<file path="src/rtl/uart_mem_cmd_engine_if.sv">
// UART-side SRAM bridge bus: single-word request pulses, completion pulse and
// the level bus-ownership request.
interface uart_mem_cmd_engine_if;
    logic        u_req;
    logic        u_wr_req;
    logic        u_rd_req;
    logic [15:0] u_addr;
    logic [15:0] u_wdata;
    logic [15:0] u_rdata;
    logic        u_done;
    logic        u_busy;

    modport master (
        output u_req, u_wr_req, u_rd_req, u_addr, u_wdata,
        input  u_rdata, u_done, u_busy
    );

    modport slave (
        input  u_req, u_wr_req, u_rd_req, u_addr, u_wdata,
        output u_rdata, u_done, u_busy
    );
endinterface

</file>
<file path="src/rtl/uart_mem_cmd_engine.sv">
// Byte-stream command engine: decodes W/R/G/F frames from the UART receiver,
// drives single-word SRAM bridge requests and returns ACK/ERR/read data bytes.
module uart_mem_cmd_engine #(
    parameter int unsigned IDLE_TIMEOUT = 1000000,
    parameter logic [7:0]  ACK_BYTE     = 8'h4B,
    parameter logic [7:0]  ERR_BYTE     = 8'h45
) (
    input  logic                         u_clk,
    input  logic                         u_rst_n,
    input  logic [7:0]                   rx_data,
    input  logic                         rx_valid,
    output logic [7:0]                   tx_data,
    output logic                         tx_valid,
    input  logic                         tx_ready,
    output logic                         rx_overrun,
    uart_mem_cmd_engine_if.master        bus
);
    localparam int unsigned      TW      = (IDLE_TIMEOUT > 1) ? $clog2(IDLE_TIMEOUT) : 1;
    localparam logic [TW-1:0]    TO_LAST = TW'(IDLE_TIMEOUT - 1);

    typedef enum logic [2:0] {
        ST_IDLE      = 3'd0,
        ST_ARGS      = 3'd1,
        ST_ISSUE     = 3'd2,
        ST_WAIT_DONE = 3'd3,
        ST_RESP      = 3'd4
    } state_t;

    state_t         state_r,     state_s;
    logic           is_wr_r,     is_wr_s;
    logic [1:0]     arg_idx_r,   arg_idx_s;
    logic [TW-1:0]  timeout_r,   timeout_s;
    logic [15:0]    addr_hold_r, addr_hold_s;
    logic [15:0]    data_hold_r, data_hold_s;
    logic [7:0]     resp_lo_r,   resp_lo_s;
    logic           resp_two_r,  resp_two_s;
    logic [7:0]     tx_data_r,   tx_data_s;
    logic           tx_valid_r,  tx_valid_s;
    logic           u_req_r,     u_req_s;
    logic           u_wr_req_r,  u_wr_req_s;
    logic           u_rd_req_r,  u_rd_req_s;
    logic [15:0]    u_addr_r,    u_addr_s;
    logic [15:0]    u_wdata_r,   u_wdata_s;
    logic           overrun_r,   overrun_s;
    logic           last_arg_s;

    // State and all registered outputs; everything clears on async reset.
    always_ff @(posedge u_clk or negedge u_rst_n) begin
        if (!u_rst_n) begin
            state_r     <= ST_IDLE;
            is_wr_r     <= 1'b0;
            arg_idx_r   <= 2'd0;
            timeout_r   <= '0;
            addr_hold_r <= 16'h0000;
            data_hold_r <= 16'h0000;
            resp_lo_r   <= 8'h00;
            resp_two_r  <= 1'b0;
            tx_data_r   <= 8'h00;
            tx_valid_r  <= 1'b0;
            u_req_r     <= 1'b0;
            u_wr_req_r  <= 1'b0;
            u_rd_req_r  <= 1'b0;
            u_addr_r    <= 16'h0000;
            u_wdata_r   <= 16'h0000;
            overrun_r   <= 1'b0;
        end else begin
            state_r     <= state_s;
            is_wr_r     <= is_wr_s;
            arg_idx_r   <= arg_idx_s;
            timeout_r   <= timeout_s;
            addr_hold_r <= addr_hold_s;
            data_hold_r <= data_hold_s;
            resp_lo_r   <= resp_lo_s;
            resp_two_r  <= resp_two_s;
            tx_data_r   <= tx_data_s;
            tx_valid_r  <= tx_valid_s;
            u_req_r     <= u_req_s;
            u_wr_req_r  <= u_wr_req_s;
            u_rd_req_r  <= u_rd_req_s;
            u_addr_r    <= u_addr_s;
            u_wdata_r   <= u_wdata_s;
            overrun_r   <= overrun_s;
        end
    end

    assign last_arg_s = is_wr_r ? (arg_idx_r == 2'd3) : (arg_idx_r == 2'd1);

    // Next-state and next-output decode; request pulses default low so they last one cycle.
    always_comb begin
        state_s     = state_r;
        is_wr_s     = is_wr_r;
        arg_idx_s   = arg_idx_r;
        timeout_s   = timeout_r;
        addr_hold_s = addr_hold_r;
        data_hold_s = data_hold_r;
        resp_lo_s   = resp_lo_r;
        resp_two_s  = resp_two_r;
        tx_data_s   = tx_data_r;
        tx_valid_s  = tx_valid_r;
        u_req_s     = u_req_r;
        u_wr_req_s  = 1'b0;
        u_rd_req_s  = 1'b0;
        u_addr_s    = u_addr_r;
        u_wdata_s   = u_wdata_r;
        overrun_s   = overrun_r;

        case (state_r)
            ST_IDLE: begin
                if (rx_valid) begin
                    arg_idx_s  = 2'd0;
                    timeout_s  = '0;
                    resp_two_s = 1'b0;
                    case (rx_data)
                        8'h57: begin
                            is_wr_s = 1'b1;
                            state_s = ST_ARGS;
                        end
                        8'h52: begin
                            is_wr_s = 1'b0;
                            state_s = ST_ARGS;
                        end
                        8'h47, 8'h46: begin
                            u_req_s    = (rx_data == 8'h47);
                            tx_data_s  = ACK_BYTE;
                            tx_valid_s = 1'b1;
                            state_s    = ST_RESP;
                        end
                        default: begin
                            tx_data_s  = ERR_BYTE;
                            tx_valid_s = 1'b1;
                            state_s    = ST_RESP;
                        end
                    endcase
                end else begin
                    state_s = ST_IDLE;
                end
            end
            ST_ARGS: begin
                if (rx_valid) begin
                    timeout_s = '0;
                    arg_idx_s = arg_idx_r + 2'd1;
                    if (arg_idx_r < 2'd2) begin
                        addr_hold_s = {addr_hold_r[7:0], rx_data};
                    end else begin
                        data_hold_s = {data_hold_r[7:0], rx_data};
                    end
                    if (last_arg_s) begin
                        state_s = ST_ISSUE;
                    end else begin
                        state_s = ST_ARGS;
                    end
                end else if (timeout_r == TO_LAST) begin
                    // Silent line mid-frame: drop the partial frame without answering.
                    timeout_s = '0;
                    arg_idx_s = 2'd0;
                    state_s   = ST_IDLE;
                end else begin
                    timeout_s = timeout_r + {{(TW-1){1'b0}}, 1'b1};
                end
            end
            ST_ISSUE: begin
                if (!bus.u_busy) begin
                    u_wr_req_s = is_wr_r;
                    u_rd_req_s = !is_wr_r;
                    u_addr_s   = addr_hold_r;
                    if (is_wr_r) begin
                        u_wdata_s = data_hold_r;
                    end else begin
                        u_wdata_s = u_wdata_r;
                    end
                    state_s = ST_WAIT_DONE;
                end else begin
                    state_s = ST_ISSUE;
                end
            end
            ST_WAIT_DONE: begin
                if (bus.u_done) begin
                    tx_valid_s = 1'b1;
                    if (is_wr_r) begin
                        tx_data_s  = ACK_BYTE;
                        resp_two_s = 1'b0;
                    end else begin
                        tx_data_s  = bus.u_rdata[15:8];
                        resp_lo_s  = bus.u_rdata[7:0];
                        resp_two_s = 1'b1;
                    end
                    state_s = ST_RESP;
                end else begin
                    state_s = ST_WAIT_DONE;
                end
            end
            ST_RESP: begin
                if (tx_valid_r && tx_ready) begin
                    if (resp_two_r) begin
                        tx_data_s  = resp_lo_r;
                        resp_two_s = 1'b0;
                    end else begin
                        tx_valid_s = 1'b0;
                        state_s    = ST_IDLE;
                    end
                end else begin
                    state_s = ST_RESP;
                end
            end
            default: begin
                state_s    = ST_IDLE;
                tx_valid_s = 1'b0;
            end
        endcase

        // Bytes are only consumed in IDLE/ARGS; anything else is lost and flagged.
        if (rx_valid && (state_r != ST_IDLE) && (state_r != ST_ARGS)) begin
            overrun_s = 1'b1;
        end else begin
            overrun_s = overrun_s;
        end
    end

    assign tx_data      = tx_data_r;
    assign tx_valid     = tx_valid_r;
    assign rx_overrun   = overrun_r;
    assign bus.u_req    = u_req_r;
    assign bus.u_wr_req = u_wr_req_r;
    assign bus.u_rd_req = u_rd_req_r;
    assign bus.u_addr   = u_addr_r;
    assign bus.u_wdata  = u_wdata_r;
endmodule

</file>
<file path="src/flat_wrapper.sv">
// flat-port wrapper written by rule: the top's interface ports become plain ports
module uart_mem_cmd_engine_flat 
#(
    parameter int unsigned IDLE_TIMEOUT = 1000000,
    parameter logic [7:0]  ACK_BYTE     = 8'h4B,
    parameter logic [7:0]  ERR_BYTE     = 8'h45
)
  (u_clk, u_rst_n, rx_data, rx_valid, tx_data, tx_valid, tx_ready, rx_overrun, bus_u_req, bus_u_wr_req, bus_u_rd_req, bus_u_addr, bus_u_wdata, bus_u_rdata, bus_u_done, bus_u_busy);
  uart_mem_cmd_engine_if bus_i ();
  input  logic u_clk;
  input  logic u_rst_n;
  input  logic [7:0] rx_data;
  input  logic rx_valid;
  output logic [7:0] tx_data;
  output logic tx_valid;
  input  logic tx_ready;
  output logic rx_overrun;
  output wire logic [$bits(bus_i.u_req)-1:0] bus_u_req;
  output wire logic [$bits(bus_i.u_wr_req)-1:0] bus_u_wr_req;
  output wire logic [$bits(bus_i.u_rd_req)-1:0] bus_u_rd_req;
  output wire logic [$bits(bus_i.u_addr)-1:0] bus_u_addr;
  output wire logic [$bits(bus_i.u_wdata)-1:0] bus_u_wdata;
  input wire logic [$bits(bus_i.u_rdata)-1:0] bus_u_rdata;
  input wire logic [$bits(bus_i.u_done)-1:0] bus_u_done;
  input wire logic [$bits(bus_i.u_busy)-1:0] bus_u_busy;
  assign bus_u_req = bus_i.u_req;
  assign bus_u_wr_req = bus_i.u_wr_req;
  assign bus_u_rd_req = bus_i.u_rd_req;
  assign bus_u_addr = bus_i.u_addr;
  assign bus_u_wdata = bus_i.u_wdata;
  assign bus_i.u_rdata = bus_u_rdata;
  assign bus_i.u_done = bus_u_done;
  assign bus_i.u_busy = bus_u_busy;
  uart_mem_cmd_engine #(.IDLE_TIMEOUT(IDLE_TIMEOUT), .ACK_BYTE(ACK_BYTE), .ERR_BYTE(ERR_BYTE)) u_core (.u_clk(u_clk), .u_rst_n(u_rst_n), .rx_data(rx_data), .rx_valid(rx_valid), .tx_data(tx_data), .tx_valid(tx_valid), .tx_ready(tx_ready), .rx_overrun(rx_overrun), .bus(bus_i));
endmodule
</file>
<file path="config.mk">
export PLATFORM = sky130hd
export DESIGN_NAME = uart_mem_cmd_engine_flat
export DESIGN_NICKNAME = d
export VERILOG_FILES = /design/src/rtl/uart_mem_cmd_engine_if.sv /design/src/rtl/uart_mem_cmd_engine.sv /design/src/flat_wrapper.sv
export SDC_FILE = /design/constraint.sdc
export NUM_CORES = 1
export LEC_CHECK = 0
export CAP_MARGIN = 20
export CORE_MARGIN = 2
export CORE_UTILIZATION = 40
export CTS_CLUSTER_SIZE = 25
export DETAILED_ROUTE_END_ITERATION = 6
export PLACE_DENSITY = 0.68
export SETUP_SLACK_MARGIN = 0.2
export SKIP_LAST_GASP = 1
export SLEW_MARGIN = 20
export SYNTH_ARGS = -nofsm -noshare
export SYNTH_HDL_FRONTEND = slang
export SYNTH_SLANG_ARGS = --single-unit
</file>
<file path="constraint.sdc">
create_clock -name u_clk -period 4.9 [get_ports u_clk]
set_clock_uncertainty 0.2 [all_clocks]
set_input_delay 0.49 -clock u_clk [delete_from_list [all_inputs] [get_ports u_clk]]
set_output_delay 0.49 -clock u_clk [all_outputs]
set_load 0.02 [all_outputs]
</file>
==> impl_metrics.ini <==
[clock_tree]
numCtsBuffers = 9
htreeDepth = 3
cts.sinks = 112
cts_resized = 0
cts_buffer_depth = 2
holdBufCountCts = 0
cts_tree = done
clk_pin_slew_ns = 0.07
clkLatencyLatePin_ns = 0.35
clockRootBuffer = clkbuf_16
cts_setup_buffers = 0

[floorplanning]
core_area_um2 = 11900
die_h_um = 114
start_util_pct = 40.8
num_rows = 40
io_pins = 75
die_width_um = 114
dieArea_um2 = 13000

[power]
seqPwrFrac_pct = 50.4
switchingPower_uw = 569
ir_worst_vdd_uv = 241
leakage_uw = 0.00268
power_frac_comb_pct = 14.6
p_sw_share_pct = 27.8
p_int_uw = 1480
p_clk_share_pct = 35.1
power_uw = 2050
powerDensity_nw_per_um2 = 339

[placed_design]
place_ws_ns = 1.65
post-dp-hpwl_um = 7060
dp.cells = 607
placed_cell_area_um2 = 5730
gp_congestion = 0.822
portBuffers = 74

[sta]
max_slew_margin_pct = 35.0
fin_ws_ns = 2.00
fin_tns_setup_ns = 0
worstMarginPinSlew_ns = 0.975
rsz0062_at_grt = no
fmax_mhz = 345
finalMaxSlewViolations = 0
hold_viol = 0
setup_violations = 0
period_needed_ns = 2.90
period_share_pct = 59.2

[grt]
grt_start_max_net_pins = 79
grt_pass1_vias = 3444
antenna_found_initial = 0
grt_usage_pct = 16.3
grt_pass1_wl_um = 16900
grt_remaining_overflow = 0

[cells_and_area]
final_cells = 623
postLayoutCellArea_um2 = 6040
drive_gt1_share_pct = 22.1
diodes = 0
area_delta_synth_final_pct = 24.3
nNetsFinal = 502

[synth]
synth_xor_area_share_pct = 1.62
async_reset_ff_share_pct = 100
synthMuxAreaShare_pct = 17.1
synth_compound_area_share_pct = 7.19
synthSimpleGateAreaFrac_pct = 14.1
ys_seq_elements = 112
synth_edf_count = 0
yosysWarnings = 0
postSynthCellCount = 397
synth_ff_type = dfrtp_1
yosysSeqAreaShare_pct = 57.7
synthAdderAreaFrac_pct = 0.258
synthDistinctLibCells = 52
syn-cell-area_um2 = 4860
postSynthAreaPerCell_um2 = 12.2
synth_nets = 428
synth_top_family_by_area = multiplexers

[setup_path]
startpoint_type = input pin
reg2reg_depth = 5
slowest_delay_ns = 0.85
cp_max_fo = 16
critPathArrivalTime_ns = 2.88
worstPathRequired_ns = 4.88
cp_slowest_cell = o221ai_1
path_class = input pin to flop
worst_setup_path_end_kind = flop
crit_chain = clkdlybuf4s50_1, nor4b_2, o2111ai_1, o221ai_1, o21ai_0

[flow_run]
drv_cap = 0

[drt]
drt_iter0_markers = 215
drt-total-wl_um = 10000
vias = 3337
via_per_inst = 5.36
firstDrtPassIters = 5
ant_nets = 0
drc = 0
wire_per_inst_um = 16.0

[hold_path]
hold_path_class = input pin to async pin

[outcome]
status = finished, final reports clean
-- worst max-delay path: cells and delay by family --
family	cells	cell delay, ns
buffers and inverters	1	0.45
and+or+nand+nor	1	0.49
AOI/OAI and AO/OA	3	1.45
-- registers in the layout, summed over array words and instances, names as in the netlist, 3 cells and up --
register,cells
u_core.bus.u_addr,16
u_core.timeout_r,20
u_core.data_hold_r,16
u_core.addr_hold_r,16
u_core.tx_data,8
u_core.resp_lo_r,8
u_core.state_r,3
u_core.bus.u_wdata,16
-- routing by layer --
layer,share of wire [%],track usage [%]
met4,0.96,3.74
met2,48,26.1
met1,45,21.1
met5,0,0
met3,6.4,6.35
-- cell usage in the layout, fill, tap and decap left out, types with 3 or more instances in the layout --
cell type,n
nor4_1,4
nand4_1,4
nand3_1,18
o21ai_0,16
nand2b_1,7
o311ai_0,3
and3_1,4
dfrtp_1,112
xnor2_1,9
a22oi_1,3
a31oi_1,4
mux2_2,73
inv_1,6
nor3_1,10
clkbuf_16,9
nand2_1,36
clkdlybuf4s50_1,73
nor2_1,23
or3_1,5
buf_4,5
a21oi_1,4
a211oi_1,4
-- metrics by stage --
stage | utilization, % | hold WS, ns
final | 50.7 | 0.0943
after global routing | 50.7 | 0.163
after CTS | 50.7 | 0.137
after detailed placement | 48.1 | 0.276
after global placement | 48.1 | 0.271
after floorplan | - | -0.00559
-- final cells by class --
| type | instances | area [µm²] |
|---|---|---|
| inverters | 6 | 22.5 |
| well taps | 147 | 184 |
| repair buffers | 78 | 768 |
| clock buffers | 9 | 225 |
| fillers | 1085 | 5880 |
| flip-flops and latches | 112 | 2800 |
| clock inverters | 7 | 77.6 |
| multi-input cells | 264 | 1960 |
-- Yosys cell counts (all sizes together), types with 2 or more instances --
cell	instances	area share [%]
a31oi	5	0.95
o32ai	2	0.36
nand2	37	2.9
inv	6	0.46
a211oi	4	0.62
and2	2	0.26
and3	4	0.52
nor4	5	0.95
nand2b	7	0.90
o31ai	2	0.31
buf	9	1.1
nor3	12	1.4
nor2b	2	0.26
or2	2	0.26
nor2	24	2.0
dfrtp	112	58
a22oi	3	0.46
nand4	4	0.52
and4	2	0.36
or3	5	0.64
mux2	73	17
nand4b	2	0.36
xnor2	9	1.6
clkbuf	6	0.49
o21ai	17	1.8
o311ai	3	0.54
a21oi	4	0.41
nand3	18	1.9
-- cell families (layout without fill, tap and decap cells) --
kind of cell,count (synthesis),count (layout)
simple gates,130,130
fa+ha+maj,1,1
compound gates,50,50
mux,74,74
flops,112,112
xor+xnor,9,9
buf+inv,21,100
-- worst paths after layout --
path / to / slack [ns] / start
setup reg to reg: u_core.arg_idx_r[1] / 2.55 / u_core.timeout_r[11]
min in group u_clk: u_core.tx_data[6] / 0.29 / u_core.tx_data[6]
max in group asynchronous: u_core.bus.u_wdata[13] / 3.39 / u_rst_n
hold reg to reg: u_core.tx_data[6] / 0.29 / u_core.tx_data[6]
hold / removal: u_core.timeout_r[10] / 0.09 / u_rst_n
setup / recovery: u_core.tx_data[3] / 2.00 / rx_data[3]
-- power by group through the flow --
stage	logic (µW)	registers, µW	clock network (µW)
after floorplan	156	1060	0
after global placement	294	1050	0
after detailed placement	301	1050	0
after CTS	302	1030	742
after global routing	326	1040	773
final	299	1030	718
No activity file was read; power rests on OpenSTA's default activity.
==> variant, RTL diff (same settings) <==
`IDLE_TIMEOUT` is set to 1000000 in 2 places; all go to 4000000.
--- a/src/rtl/uart_mem_cmd_engine.sv
+++ b/src/rtl/uart_mem_cmd_engine.sv
@@ -1,7 +1,7 @@
 // Byte-stream command engine: decodes W/R/G/F frames from the UART receiver,
 // drives single-word SRAM bridge requests and returns ACK/ERR/read data bytes.
 module uart_mem_cmd_engine #(
-    parameter int unsigned IDLE_TIMEOUT = 1000000,
+    parameter int unsigned IDLE_TIMEOUT = 4000000,
     parameter logic [7:0]  ACK_BYTE     = 8'h4B,
     parameter logic [7:0]  ERR_BYTE     = 8'h45
 ) (
--- a/src/flat_wrapper.sv
+++ b/src/flat_wrapper.sv
@@ -1,7 +1,7 @@
 // flat-port wrapper written by rule: the top's interface ports become plain ports
 module uart_mem_cmd_engine_flat 
 #(
-    parameter int unsigned IDLE_TIMEOUT = 1000000,
+    parameter int unsigned IDLE_TIMEOUT = 4000000,
     parameter logic [7:0]  ACK_BYTE     = 8'h4B,
     parameter logic [7:0]  ERR_BYTE     = 8'h45
 )
Formal check against the unedited RTL: same outputs for any inputs over 4 cycles, from zero or initial values and one cycle with u_rst_n low; that may be too few to reach the edited logic, so the function may still have changed.
==> variant against the original RTL <==
- cell area rose by 7.7%
- worst setup slack improved by 0.14 ns
- critical path depth unchanged
- routed wire length up 6.8%
- die area increased by 2.5%
- final cell count grew 7.4%
- synthesized area is 2.6% higher
- synthesized cell count increased by 3.0%
- sequential cell count up 2
- total power up 25%
==> variant: results (changes against the original RTL) <==
status finished, final reports clean; max FFs per register 22 (+10%); Syn Nets 440 (+2.8%); CP max stage delay 0.82 ns (-0.03 ns); Synth Area per Inst 12.2 um^2 (-0.46%); Synthesis Warnings 0 (unchanged); Slowest cell on crit path o211ai_1; met2 Resource Use GR 0.265 (+0.00361); top cells by area, synth dfrtp_1, mux2_2, nand2_1; GR Util All Layers 0.172 (+0.00923); Hold Path Sink u_core.rx_overrun; top_reg_cell synth dfrtp_1; hold buffers post-CTS 1 (+1); Fillers 1033 (-4.8%); Slew HR 0.362 (+0.0119); via count 3491 (+4.6%); Max rail drop VDD 322 uV (+34%); cell-internal power 1.95 mW (+32%); largest net degree at the start of global routing 61 (-23%); reg2reg start u_core.state_r[0]; Worst Path Arrival 2.81 ns (-0.07 ns); combinational cell power 268 uW (-10%); CTS Buf Count 17 (+8); DP Cell Count 636 (+4.8%); Largest Register u_core.timeout_r; initial DRC count 182 (-15%); top post-synthesis cells by count dfrtp_1, mux2_2, nand2_1; first-pass GRT wire length 17900 um (+5.8%); reg2reg end u_core.timeout_r[7]; later-pin clock latency in the skew report 0.41 ns (+0.06 ns); Nets 519 (+3.4%); hold_sp u_core.rx_overrun; per-cell routed wire length 15.9 um (-0.59%); Synth cell types 57 (+9.6%); H-tree depth 4 (+1); iteration count of the initial detailed-routing pass 5 (unchanged); port bufs 74 (unchanged); clock-pin transition on the worst setup and hold timing paths 0.05 ns (-0.02 ns); layout cell share with drive strength beyond 1 0.230 (+0.00895); Cell Area, Placed 5870 um^2 (+2.3%); R2R Setup Slk 2.22 ns (-0.33 ns); non-filler instance count after layout 669 (+7.4%); met3 Track Usage GR 0.0486 (-0.0149); Reg area 2850 um^2 (+1.8%); Async S/R FF share, synth 1.00 (unchanged); Reg power frac 0.399 (-0.105); register area share after synthesis 0.573 (-0.00431); HP Class reg -> reg; met1 Usage GRT 0.233 (+0.0221); Lkg Pwr 2.97 nW (+11%); RD Place Congestion 0.789 (-4.0%); dpl hpwl 7140 um (+1.1%)
## variant: area by class of cell
type,count,share of cell area
flip-flops and latches,114,0.439
clock inverters,14,0.0291
multi-input cells,270,0.311
repair buffers,79,0.120
inverters,6,0.00346
well taps,168,0.0323
clock buffers,18,0.0660
## variant: through the flow
stage / power, mW / hold slack (ns) / setup WS [ns]
floorplan: 1.18 / -0.00559 / 2.69
global placement: 1.30 / 0.261 / 1.66
detailed placement: 1.31 / 0.257 / 1.60
CTS: 2.60 / 0.272 / 1.91
global route: 2.68 / 0.307 / 1.89
finish: 2.57 / 0.268 / 2.14
## variant: worst max-delay path by stage
stage                               from              endpoint  slack (ns)
global placement                rx_valid   u_core.timeout_r[8]        1.66
detailed placement              rx_valid   u_core.timeout_r[7]        1.60
CTS                    u_core.state_r[0]   u_core.timeout_r[7]        1.91
global route                  rx_data[1]     u_core.tx_data[6]        1.89
floorplan           u_core.timeout_r[17]  u_core.timeout_r[14]        2.69
finish                        rx_data[1]     u_core.tx_data[5]        2.14
## variant: metal layers
layer  vias up  wire (um)  part of all wire
li1       1669          -                 -
met1      1748       5020              0.47
met2        63       5090              0.48
met3        11        401             0.038
met4         0        157             0.015
met5         -          0                 0
## variant: kinds of logic after synthesis
family | count (synthesis) | synth area share
multiplexers | 74 | 0.167
AO/OA/AOI/OAI | 79 | 0.103
adder cells (fa/ha/maj) | 1 | 0.00251
buffers and inverters | 25 | 0.0244
XOR/XNOR | 6 | 0.0106
AND/OR/NAND/NOR | 110 | 0.120
flip-flops | 114 | 0.573
## variant: worst max-delay path: cells and delay by family
kind | cells | cell delay [ns]
and+or+nand+nor | 2 | 0.74
AOI/OAI and AO/OA | 2 | 1.04
buffers and inverters | 1 | 0.53
